==> src/rtl/compressor_param_sequencer.sv <==
// Threshold/ratio sequencer for the compressor: slews point toward each requested
// target by STEP per sample, then commits the clamped rate. Optional ramp counter: COMP_SEQ_RAMP_CNT_EN.

// state  | meaning
// IDLE   | no request pending; point and rate stable
// RAMP   | point stepping toward target on each sample_en
// SETTLE | point at target; rate commits on next sample_en
module compressor_param_sequencer #(
    parameter int DATA_W   = 32,
    parameter int STEP     = 16,
    parameter int RATE_MAX = 16
) (
    input  logic                     CLK,
    input  logic                     RST,
    input  logic                     sample_en,
    input  logic                     cfg_valid,
    output logic                     cfg_ready,
    input  logic signed [DATA_W-1:0] cfg_point,
    input  logic signed [DATA_W-1:0] cfg_rate,
    output logic signed [DATA_W-1:0] point,
    output logic signed [DATA_W-1:0] rate,
    output logic                     busy
`ifdef COMP_SEQ_RAMP_CNT_EN
    ,
    output logic [15:0]              ramp_cnt
`endif
);

    typedef enum logic [1:0] {
        IDLE   = 2'd0,
        RAMP   = 2'd1,
        SETTLE = 2'd2
    } state_t;

    localparam logic signed [DATA_W:0]   STEP_X     = (DATA_W+1)'(STEP);
    localparam logic signed [DATA_W-1:0] STEP_W     = DATA_W'(STEP);
    localparam logic signed [DATA_W-1:0] RATE_MAX_W = DATA_W'(RATE_MAX);

    state_t                     state_q, state_d;
    logic signed [DATA_W-1:0]   point_q, point_d;
    logic signed [DATA_W-1:0]   rate_q, rate_d;
    logic signed [DATA_W-1:0]   target_q, target_d;
    logic signed [DATA_W-1:0]   pend_rate_q, pend_rate_d;
    logic                       cfg_ready_q, cfg_ready_d;
    logic                       busy_q, busy_d;
    logic                       accept;
    logic signed [DATA_W:0]     diff;
    logic signed [DATA_W:0]     diff_abs;
    logic signed [DATA_W-1:0]   rate_clamped;

    always_comb begin
        accept = cfg_valid && cfg_ready_q;

        // Extra bit keeps target - point exact for any pair of DATA_W values.
        diff     = {target_q[DATA_W-1], target_q} - {point_q[DATA_W-1], point_q};
        diff_abs = diff[DATA_W] ? -diff : diff;

        if (cfg_rate[DATA_W-1]) begin
            rate_clamped = '0;
        end else if (cfg_rate > RATE_MAX_W) begin
            rate_clamped = RATE_MAX_W;
        end else begin
            rate_clamped = cfg_rate;
        end
    end

    always_comb begin
        state_d     = state_q;
        point_d     = point_q;
        rate_d      = rate_q;
        target_d    = target_q;
        pend_rate_d = pend_rate_q;

        case (state_q)
            IDLE: begin
                if (accept) begin
                    target_d    = cfg_point;
                    pend_rate_d = rate_clamped;
                    state_d     = (cfg_point != point_q) ? RAMP : SETTLE;
                end
            end
            RAMP: begin
                if (sample_en) begin
                    if (diff_abs <= STEP_X) begin
                        point_d = target_q;
                        state_d = SETTLE;
                    end else if (!diff[DATA_W]) begin
                        point_d = point_q + STEP_W;
                    end else begin
                        point_d = point_q - STEP_W;
                    end
                end
                // A retarget keeps ramping even if this sample snapped to the old target.
                if (accept) begin
                    target_d    = cfg_point;
                    pend_rate_d = rate_clamped;
                    state_d     = RAMP;
                end
            end
            SETTLE: begin
                if (sample_en) begin
                    rate_d  = pend_rate_q;
                    state_d = IDLE;
                end
            end
            default: begin
                state_d = IDLE;
            end
        endcase

        cfg_ready_d = (state_d != SETTLE);
        busy_d      = (state_d != IDLE);
    end

`ifdef COMP_SEQ_RAMP_CNT_EN
    logic [15:0] ramp_cnt_q, ramp_cnt_d;

    always_comb begin
        ramp_cnt_d = ramp_cnt_q;
        if (accept) begin
            ramp_cnt_d = '0;
        end else if (state_q == RAMP && sample_en && ramp_cnt_q != 16'hFFFF) begin
            ramp_cnt_d = ramp_cnt_q + 16'd1;
        end
    end

    always_ff @(posedge CLK) begin
        if (RST) begin
            ramp_cnt_q <= '0;
        end else begin
            ramp_cnt_q <= ramp_cnt_d;
        end
    end

    assign ramp_cnt = ramp_cnt_q;
`endif

    always_ff @(posedge CLK) begin
        if (RST) begin
            state_q     <= IDLE;
            point_q     <= '0;
            rate_q      <= '0;
            target_q    <= '0;
            pend_rate_q <= '0;
            cfg_ready_q <= 1'b1;
            busy_q      <= 1'b0;
        end else begin
            state_q     <= state_d;
            point_q     <= point_d;
            rate_q      <= rate_d;
            target_q    <= target_d;
            pend_rate_q <= pend_rate_d;
            cfg_ready_q <= cfg_ready_d;
            busy_q      <= busy_d;
        end
    end

    assign point     = point_q;
    assign rate      = rate_q;
    assign cfg_ready = cfg_ready_q;
    assign busy      = busy_q;

endmodule

==> config.mk <==
export PLATFORM = sky130hd
export DESIGN_NAME = compressor_param_sequencer
export DESIGN_NICKNAME = d
export VERILOG_FILES = /design/src/rtl/compressor_param_sequencer.sv
export SDC_FILE = /design/constraint.sdc
export NUM_CORES = 1
export LEC_CHECK = 0
export ABC_AREA = 1
export BUFFER_PORTS_ARGS = -buffer_cell sky130_fd_sc_hd__buf_2
export CAP_MARGIN = 30
export CELL_PAD_IN_SITES_DETAIL_PLACEMENT = 0
export CELL_PAD_IN_SITES_GLOBAL_PLACEMENT = 1
export CORE_ASPECT_RATIO = 1.1
export CORE_UTILIZATION = 41
export DETAILED_ROUTE_END_ITERATION = 6
export PLACE_DENSITY_LB_ADDON = 0.25
export RECOVER_POWER = 100
export REMOVE_ABC_BUFFERS = 1
export SYNTH_ARGS = -nofsm -noshare
export SYNTH_HDL_FRONTEND = slang
export SYNTH_SLANG_ARGS = --single-unit
==> constraint.sdc <==
create_clock -name CLK -period 6.1 [get_ports CLK]
set_input_delay 1.22 -clock CLK [delete_from_list [all_inputs] [get_ports CLK]]
set_output_delay 1.22 -clock CLK [all_outputs]
set_load 0.02 [all_outputs]
==> flow_metrics.env, run 1 <==
export IMPL_nets=2022
export IMPL_grt_util_all_layers=0.2542
export IMPL_clk_path_buf_depth=2
export IMPL_seq_area_frac_synth=0.2473
export IMPL_ys_flop_type="dfxtp_1"
export IMPL_power_mw=3.696
export IMPL_syn_inst=1784
export IMPL_initial_core_util=0.4165
export IMPL_drtPass1Iterations=5
export IMPL_area_growth_pct=13.85
export IMPL_wl_mm=32.41
export IMPL_grt_max_degree=55
export IMPL_fin_crit_sh=0.8456
export IMPL_power_density_mw_per_mm2=308.5
export IMPL_synthTopCellsByArea="dfxtp_1, nand2_1, inv_1"
export IMPL_cp_top_family="simple AND/OR/NAND/NOR gates"
export IMPL_rows=61
export IMPL_crit_arrival_ps=5470
export IMPL_path_buf_inv=3
export IMPL_fin_ws_ps=941.8
export IMPL_crit_type="flip-flop to flip-flop"
export IMPL_clock_latency_ps=420
export IMPL_violations="max-capacitance violations, max-slew violations"
export IMPL_post_synth_top_area_fraction=0.2473
export IMPL_antenna_found_initial=0
export IMPL_route_met2_wl_mm=16.03
export IMPL_synthArstFlopShare=0
export IMPL_min_delay_path_class="flip-flop to flip-flop"
export IMPL_avgSynthCellArea_sq_um=5.898
export IMPL_route_detailed_drc=0
export IMPL_grt_first_pass_wirelength_mm=52.67
export IMPL_avgRoutedWirePerCell_um=14.39
export IMPL_ir_drop_mv=0.2228
export IMPL_avgViaCountPerCell=4.916
export IMPL_slowest_stage="nand2_1"
export IMPL_die_w_um=154.7
export IMPL_root_buffer="clkbuf_16"
export IMPL_period_needed_ps=5158
export IMPL_outcome="complete, but fails checks"
export IMPL_ant_nets=0
export IMPL_cellLeakagePower_nw=6.195
export IMPL_dp_hpwl_mm=25.89
export IMPL_max_cap_violations=2
export IMPL_drtIter0Drc=542
export IMPL_overflow=0
export IMPL_grt_pass1_vias=10543
export IMPL_cp_start_kind="flip-flop"
export IMPL_grt_setup_unrepaired="false"
export IMPL_reg2reg_slack_ps=940
export IMPL_path_common_cell="nand2_1"
export IMPL_max_stage_delay_ps=700
export IMPL_fin_tns_setup_ps=0
export IMPL_slew_viol_final=86
export IMPL_crit_fanout=54
export IMPL_worstSetupEndpointType="flip-flop"
export IMPL_synthDistinctLibCells=46
export IMPL_cts_setup_buffers=0
export IMPL_hold_viol_final=0
export IMPL_ys_warn_count=0
export IMPL_dieArea_sq_mm=0.02631
export IMPL_place_ws_ps=1179
export IMPL_crit_required_ps=6410
export IMPL_setup_viol=0
export IMPL_cts_hold_buf=0
export IMPL_relSlewSlack=-0.2219
export IMPL_timing_fmax_mhz=193.9
export IMPL_core_sq_mm=0.02526
export IMPL_ys_seq_elements=130
export IMPL_path_clk_slew_ps=60
export IMPL_wl_met3_mm=1.161
export IMPL_synth_edff_count=0
export IMPL_worst_slew_pin_slew_ps=1833
export IMPL_diodes=0
export IMPL_ios=134
export IMPL_final_area_sq_mm=0.01198
export IMPL_yosys_area_top_type="dfxtp_1"
export IMPL_cts_resized_gates=0
export IMPL_cts_tree="built"
export IMPL_placed_cell_area_sq_mm=0.01145
export IMPL_gp_congestion=0.8992
export IMPL_syn_area_sq_mm=0.01052
export IMPL_cts_sinks=130
export IMPL_drt_met1_wl_mm=14.36
export IMPL_clock_skew_ps=10.92
export IMPL_dr_max_layer_used="met4"
export IMPL_fp_dieH_um=170.0
export IMPL_vias=11075
export IMPL_layout_drive_gt1_share=0.07708
export IMPL_cts_buffers=17
export IMPL_port_buffers=132
export IMPL_cts_max_level=4
## synth_stat cells (all sizes together) (3+ instances only)
cell,instances
nand4,50
o21bai,5
a21oi,92
or2,4
nor4,10
a31oi,3
nor2,202
nand3b,6
dfxtp,130
clkbuf,34
o2111ai,4
o221ai,3
inv,271
xor2,20
clkinv,5
o21ai,86
and2,4
nand3,157
xnor2,30
ha,58
nand2,577
buf,19
## state kept, by name, summed over array words and instances, names as in the netlist
register / flops
busy: 1
cfg_ready: 1
pend_rate_q: 31
point: 32
rate: 31
state_q: 2
target_q: 32
## cell type report
class	instances	area [sq um]
Tap cell	346	432.9
Timing Repair Buffer	144	665.6
Inverter	276	1036
Clock inverter	14	201.4
Multi-Input combinational cell	1325	6603
Sequential cell	130	2603
Clock buffer	18	439.2
Fill cell	2776	13280
## worst paths after layout
check,startpoint,endpoint,cells past startpoint
setup / recovery,target_q[0]$_SDFFE_PP0P_,point[1]$_SDFFE_PP0P_,26
hold / removal,pend_rate_q[10]$_SDFFE_PP0P_,pend_rate_q[10]$_SDFFE_PP0P_,2
setup reg to reg,target_q[0]$_SDFFE_PP0P_,point[1]$_SDFFE_PP0P_,26
hold reg to reg,pend_rate_q[10]$_SDFFE_PP0P_,pend_rate_q[10]$_SDFFE_PP0P_,2
## report_power, final
group,switching [mW],total (mW),internal [mW]
Clock,0.401,1.10,0.701
Combinational,1.12,1.66,0.545
Sequential,0.0485,0.932,0.884
Total,1.57,3.70,2.13
## per-stage QoR
stage | util | std cells | hold WS, ps
after floorplan | - | 1731 | 415.9
after global placement | 0.4525 | 2220 | 422.6
after detailed placement | 0.4533 | 2221 | 425.6
after CTS | 0.4787 | 2253 | 435.7
after global routing | 0.4742 | 2253 | 448.1
final | 0.4742 | 2253 | 435.4
## layer usage
layer	vias up	global-route usage
li1	5868	-
met1	4962	0.3054
met2	199	0.4639
met3	46	0.02699
met4	0	0.09557
met5	-	0
## worst min-delay path, cell delays in order (launching register included)
cell and delay [ps]:
dfxtp_1 310, nand2_1 60, nor2_1 30
## logic make-up (layout without fill, tap and decap cells)
logic type,count (synthesis),in the layout,share of synthesized area
flip-flops,130,130,0.2473
AND/OR/NAND/NOR,1014,1014,0.4114
buffers and inverters,329,452,0.1245
XOR/XNOR,50,50,0.04162
AO/OA/AOI/OAI,200,200,0.1020
other,1,1,0.0003564
adder cells (fa/ha/maj),60,60,0.07277
## cell usage in the layout (no fill, tap or decap), types with 5 or more instances in the layout
cell type and instances:
o21bai_1 5, nand4_1 49, o21ai_0 83, nand2_1 565, clkbuf_16 17, nand3_1 153, ha_1 58, nand2_2 11
clkbuf_1 70, nor4_1 10, nor2_2 12, nor2_1 188, buf_2 66, clkinv_1 5, xnor2_1 30, inv_1 267
nand3b_1 6, xor2_1 20, a21oi_1 90, dfxtp_1 130, buf_4 7
(Power assumes the default switching activity.)
==> run 2, diff against run 1 <==
CORE_UTILIZATION = 37   (was 41)
clock period = 4.31 ns   (was 6.1 ns; I/O delays follow)
==> flow_metrics.env, run 2 (synthesis gave the netlist of run 1 again) <==
export IMPL_outcome="complete, but fails checks"
export IMPL_violations="max-capacitance violations, max-slew violations"
export IMPL_cp_depth=25
export IMPL_relSlewSlack=-0.04106
export IMPL_nets=2117
export IMPL_ir_drop_mv=0.2592
export IMPL_cts_max_level=4
export IMPL_root_buffer="clkbuf_16"
export IMPL_worst_slew_pin_slew_ps=1562
export IMPL_grt_util_all_layers=0.2395
export IMPL_overflow=0
export IMPL_cts_hold_buf=0
export IMPL_power_mw=5.593
export IMPL_clk_path_buf_depth=2
export IMPL_cp_start_kind="flip-flop"
export IMPL_ant_nets=0
export IMPL_period_needed_ps=3986
export IMPL_crit_type="flip-flop to flip-flop"
export IMPL_grt_max_degree=56
export IMPL_min_path_cells=2
export IMPL_hp_start="pend_rate_q[24]$_SDFFE_PP0P_"
export IMPL_route_detailed_drc=0
export IMPL_min_to="pend_rate_q[24]$_SDFFE_PP0P_"
export IMPL_clock_skew_ps=13.80
export IMPL_initial_core_util=0.3776
export IMPL_fp_dieH_um=178.9
export IMPL_layout_drive_gt1_share=0.1484
export IMPL_crit_arrival_ps=4340
export IMPL_dp_hpwl_mm=27.59
export IMPL_drtIter0Drc=705
export IMPL_vias=11527
export IMPL_antenna_found_initial=1
export IMPL_cts_sinks=130
export IMPL_place_inst=2321
export IMPL_reg2reg_from="point[25]$_SDFFE_PP0P_"
export IMPL_timing_fmax_mhz=250.9
export IMPL_min_delay_path_class="flip-flop to flip-flop"
export IMPL_rr_endpoint="point[27]$_SDFFE_PP0P_"
export IMPL_setup_viol=0
export IMPL_max_cap_violations=1
export IMPL_cp_top_family="simple AND/OR/NAND/NOR gates"
export IMPL_cts_tree="built"
export IMPL_ios=134
export IMPL_slowest_stage="dfxtp_1"
export IMPL_port_buffers=132
export IMPL_worstSetupEndpointType="flip-flop"
export IMPL_holdWs_ps=433.9
export IMPL_drtPass1Iterations=5
export IMPL_hold_viol_final=0
export IMPL_reg2reg_slack_ps=320
export IMPL_path_common_cell="nand2_1"
export IMPL_crit_required_ps=4670
export IMPL_layout_cells_most_common_list="nand2_1, inv_1, nor2_1, nand3_1, dfxtp_1"
export IMPL_cellLeakagePower_nw=6.717
export IMPL_fin_crit_sh=0.9249
export IMPL_wl_mm=34.73
export IMPL_grt_first_pass_wirelength_mm=55.10
export IMPL_crit_fanout=5
export IMPL_dieArea_sq_mm=0.02912
export IMPL_avgRoutedWirePerCell_um=14.68
export IMPL_slew_viol_final=36
export IMPL_rows=64
export IMPL_clock_latency_ps=420
export IMPL_die_w_um=162.8
export IMPL_path_clk_slew_ps=60
export IMPL_final_common_cell="nand2_1"
export IMPL_grt_pass1_vias=10769
export IMPL_gp_congestion=0.8904
export IMPL_power_density_mw_per_mm2=427.1
export IMPL_cts_buffers=17
export IMPL_area_growth_pct=24.44
export IMPL_core_sq_mm=0.02787
export IMPL_rr_worst_depth=25
export IMPL_avgViaCountPerCell=4.872
export IMPL_max_stage_delay_ps=340
export IMPL_instances_no_fill=2366
export IMPL_path_buf_inv=4
## run 2: cell count changes in the layout (fill, tap and decap cells not counted), sizes merged
cell | before | now
inv | 275 | 279
nand2 | 577 | 578
clkinv | 9 | 7
buf | 74 | 166
bufinv | 4 | 2
clkbuf | 88 | 90
diode | 0 | 1
## run 2: worst max path at each step
| stage | start | end | slack, ps |
|---|---|---|---|
| 6_report | point[25]$_SDFFE_PP0P_ | point[27]$_SDFFE_PP0P_ | 320 |
| 5_1_grt | target_q[0]$_SDFFE_PP0P_ | point[30]$_SDFFE_PP0P_ | -20 |
| 4_1_cts | target_q[0]$_SDFFE_PP0P_ | point[25]$_SDFFE_PP0P_ | 30 |
| 3_5_place_dp | target_q[0]$_SDFFE_PP0P_ | point[25]$_SDFFE_PP0P_ | -100 |
| 3_3_place_gp | target_q[0]$_SDFFE_PP0P_ | point[25]$_SDFFE_PP0P_ | 30 |
| 2_1_floorplan | point[0]$_SDFFE_PP0P_ | point[25]$_SDFFE_PP0P_ | -650 |
## run 2: layout make-up
class	count	area [sq um]
Antenna cell	1	2.502
Inverter	276	1036
Tap cell	363	454.2
Multi-Input combinational cell	1326	6958
Clock inverter	14	165.2
Sequential cell	130	2604
Fill cell	3035	14770
Clock buffer	18	439.2
Timing Repair Buffer	238	1435
## run 2: metal layers
| layer | share of wire | GRT usage | routed length (um) |
|---|---|---|---|
| met5 | 0 | 0 | 0 |
| met4 | 0.036 | 0.09540 | 1257 |
| met3 | 0.034 | 0.03169 | 1164 |
| met2 | 0.49 | 0.4177 | 16860 |
| met1 | 0.44 | 0.2961 | 15450 |
## run 2: metrics by stage
| step | TNS (ps) | utilization | cell area (sq um) | setup slack (ps) |
|---|---|---|---|---|
| finish | 0 | 0.4699 | 13090 | 323.7 |
| global route | -16.53 | 0.4698 | 13090 | -16.53 |
| CTS | 0 | 0.4564 | 12720 | 30.40 |
| detailed placement | -239.4 | 0.4341 | 12100 | -102.2 |
| global placement | 0 | 0.4334 | 12080 | 28.22 |
| floorplan | -4046 | - | 10250 | -645.1 |
## run 2: what timing repair did
item	4_1_cts	5_1_grt
cloned	0	4
gates resized for setup	6	65
pin swaps	0	18
endpoints found under the hold margin	0	0
setup endpoints to repair	6	36
setup buffers	0	8
## run 2: report_power, final
| part | internal, mW | switching (mW) |
|---|---|---|
| Sequential | 1.25 | 0.0359 |
| Combinational | 1.05 | 1.77 |
| Clock | 0.886 | 0.602 |
| Total | 3.18 | 2.41 |
## run 2: worst reg2reg max path, delay by kind of cell, from the launching register on
kind | cells | cell delay (ps)
flip-flops | 1 | 340
AO/OA/AOI/OAI | 8 | 1110
AND/OR/NAND/NOR | 10 | 1300
adder cells (fa/ha/maj) | 2 | 630
buffers and inverters | 4 | 430
XOR/XNOR | 1 | 140
==> run 3, diff against run 2 <==
--- a/config.mk
+++ b/config.mk
@@ -12,5 +12,5 @@
 export CELL_PAD_IN_SITES_GLOBAL_PLACEMENT = 1
 export CORE_ASPECT_RATIO = 1.1
-export CORE_UTILIZATION = 37
+export CORE_UTILIZATION = 44
 export DETAILED_ROUTE_END_ITERATION = 6
 export PLACE_DENSITY_LB_ADDON = 0.25
==> constraint.sdc (replaced) <==
create_clock -name CLK -period 5 [get_ports CLK]
set_input_delay 1 -clock CLK [delete_from_list [all_inputs] [get_ports CLK]]
set_output_delay 1 -clock CLK [all_outputs]
set_load 0.01 [all_outputs]
==> flow_metrics.env, run 3 (synthesis gave the netlist of run 1 again) <==
export IMPL_cts_resized_gates=0
export IMPL_ios=134
export IMPL_fin_tns_setup_ps=0
export IMPL_grt_pass1_vias=10492
export IMPL_ant_nets=0
export IMPL_relSlewSlack=0.02972
export IMPL_wl_mm=32.85
export IMPL_cp_top_family="simple AND/OR/NAND/NOR gates"
export IMPL_ir_drop_mv=0.2033
export IMPL_cts_hold_buf=0
export IMPL_min_delay_path_class="flip-flop to flip-flop"
export IMPL_initial_core_util=0.4545
export IMPL_grt_first_pass_wirelength_mm=53.19
export IMPL_port_buffers=132
export IMPL_grt_util_all_layers=0.2755
export IMPL_fin_crit_sh=0.9184
export IMPL_cts_max_level=4
export IMPL_max_stage_delay_ps=390
export IMPL_vias=11308
export IMPL_crit_type="flip-flop to flip-flop"
export IMPL_gp_congestion=0.9088
export IMPL_die_w_um=149.4
export IMPL_clock_latency_ps=420
export IMPL_clk_path_buf_depth=2
export IMPL_final_common_cell="nand2_1"
export IMPL_fp_dieH_um=164.2
export IMPL_rows=58
export IMPL_area_growth_pct=14.03
export IMPL_grt_setup_unrepaired="false"
export IMPL_antenna_found_initial=0
export IMPL_slowest_stage="ha_1"
export IMPL_avgRoutedWirePerCell_um=14.80
export IMPL_worst_slew_pin_slew_ps=1455
export IMPL_cts_sinks=130
export IMPL_nets=2035
export IMPL_route_detailed_drc=0
export IMPL_timing_fmax_mhz=217.8
export IMPL_layout_drive_gt1_share=0.08546
export IMPL_worstSetupEndpointType="flip-flop"
export IMPL_outcome="completed"
export IMPL_cp_start_kind="flip-flop"
export IMPL_overflow=0
export IMPL_drtIter0Drc=758
export IMPL_core_sq_mm=0.02315
export IMPL_root_buffer="clkbuf_16"
export IMPL_drtPass1Iterations=5
export IMPL_power_density_mw_per_mm2=372.1
export IMPL_clock_skew_ps=14.34
export IMPL_layout_cells_most_common_list="nand2_1, inv_1, nor2_1, nand3_1, dfxtp_1"
export IMPL_crit_fanout=22
export IMPL_dp_hpwl_mm=26.10
export IMPL_diodes=0
export IMPL_cellLeakagePower_nw=6.259
export IMPL_slew_viol_final=0
export IMPL_cts_setup_buffers=0
export IMPL_dieArea_sq_mm=0.02454
export IMPL_crit_required_ps=5370
export IMPL_avgViaCountPerCell=5.096
export IMPL_cts_buffers=17
export IMPL_max_cap_violations=0
export IMPL_path_common_cell="nand2_1"
export IMPL_period_needed_ps=4592
export IMPL_setup_viol=0
export IMPL_cts_tree="built"
export IMPL_path_clk_slew_ps=70
export IMPL_hold_viol_final=0
export IMPL_final_util=0.5183
export IMPL_path_buf_inv=4
export IMPL_crit_arrival_ps=4960
export IMPL_grt_max_degree=59
==> run 3: where the power goes <==
group | internal [mW] | switching (mW)
logic | 0.678 | 1.36
registers | 1.08 | 0.0492
clock network | 0.805 | 0.497
==> run 3: final cells by class <==
type / instances / area [sq um]
Multi-Input combinational cell: 1325 / 6611
Sequential cell: 130 / 2603
Tap cell: 300 / 375.4
Clock buffer: 18 / 439.2
Fill cell: 2456 / 11150
Timing Repair Buffer: 157 / 758.2
Clock inverter: 13 / 176.4
Inverter: 276 / 1036
==> run 3: metal layers <==
metal  GRT usage  share of wire
met3     0.03194          0.044
met2      0.4886           0.49
met1      0.3384           0.44
met5           0              0
met4      0.1030          0.028
==> run 3: final timing paths <==
path	startpoint	to	slack [ps]	depth (start not counted)
worst max register to register	point[0]$_SDFFE_PP0P_	point[24]$_SDFFE_PP0P_	410	29
worst min register to register	pend_rate_q[22]$_SDFFE_PP0P_	pend_rate_q[22]$_SDFFE_PP0P_	430	2
worst min-delay path	pend_rate_q[22]$_SDFFE_PP0P_	pend_rate_q[22]$_SDFFE_PP0P_	430	2
worst max-delay path	point[0]$_SDFFE_PP0P_	point[24]$_SDFFE_PP0P_	410	29
==> run 3: worst min-delay path, cell delays in order, from the launching register on <==
cell and delay, ps:
dfxtp_1 310, nand2_1 60, nor2_1 30
==> run 3: per-stage QoR <==
| stage | setup slack, ps | cell area (sq um) | total power [mW] | std cells | hold WS, ps |
|---|---|---|---|---|---|
| floorplan | 98.84 | 10250 | 2.650 | 1731 | 415.9 |
| global placement | 449.3 | 11460 | 3.161 | 2186 | 422.8 |
| detailed placement | 359.9 | 11500 | 3.178 | 2188 | 425.1 |
| CTS | 320.0 | 12120 | 4.485 | 2219 | 435.4 |
| global route | 20.65 | 12000 | 4.819 | 2219 | 446.5 |
| finish | 408.0 | 12000 | 4.465 | 2219 | 434.3 |
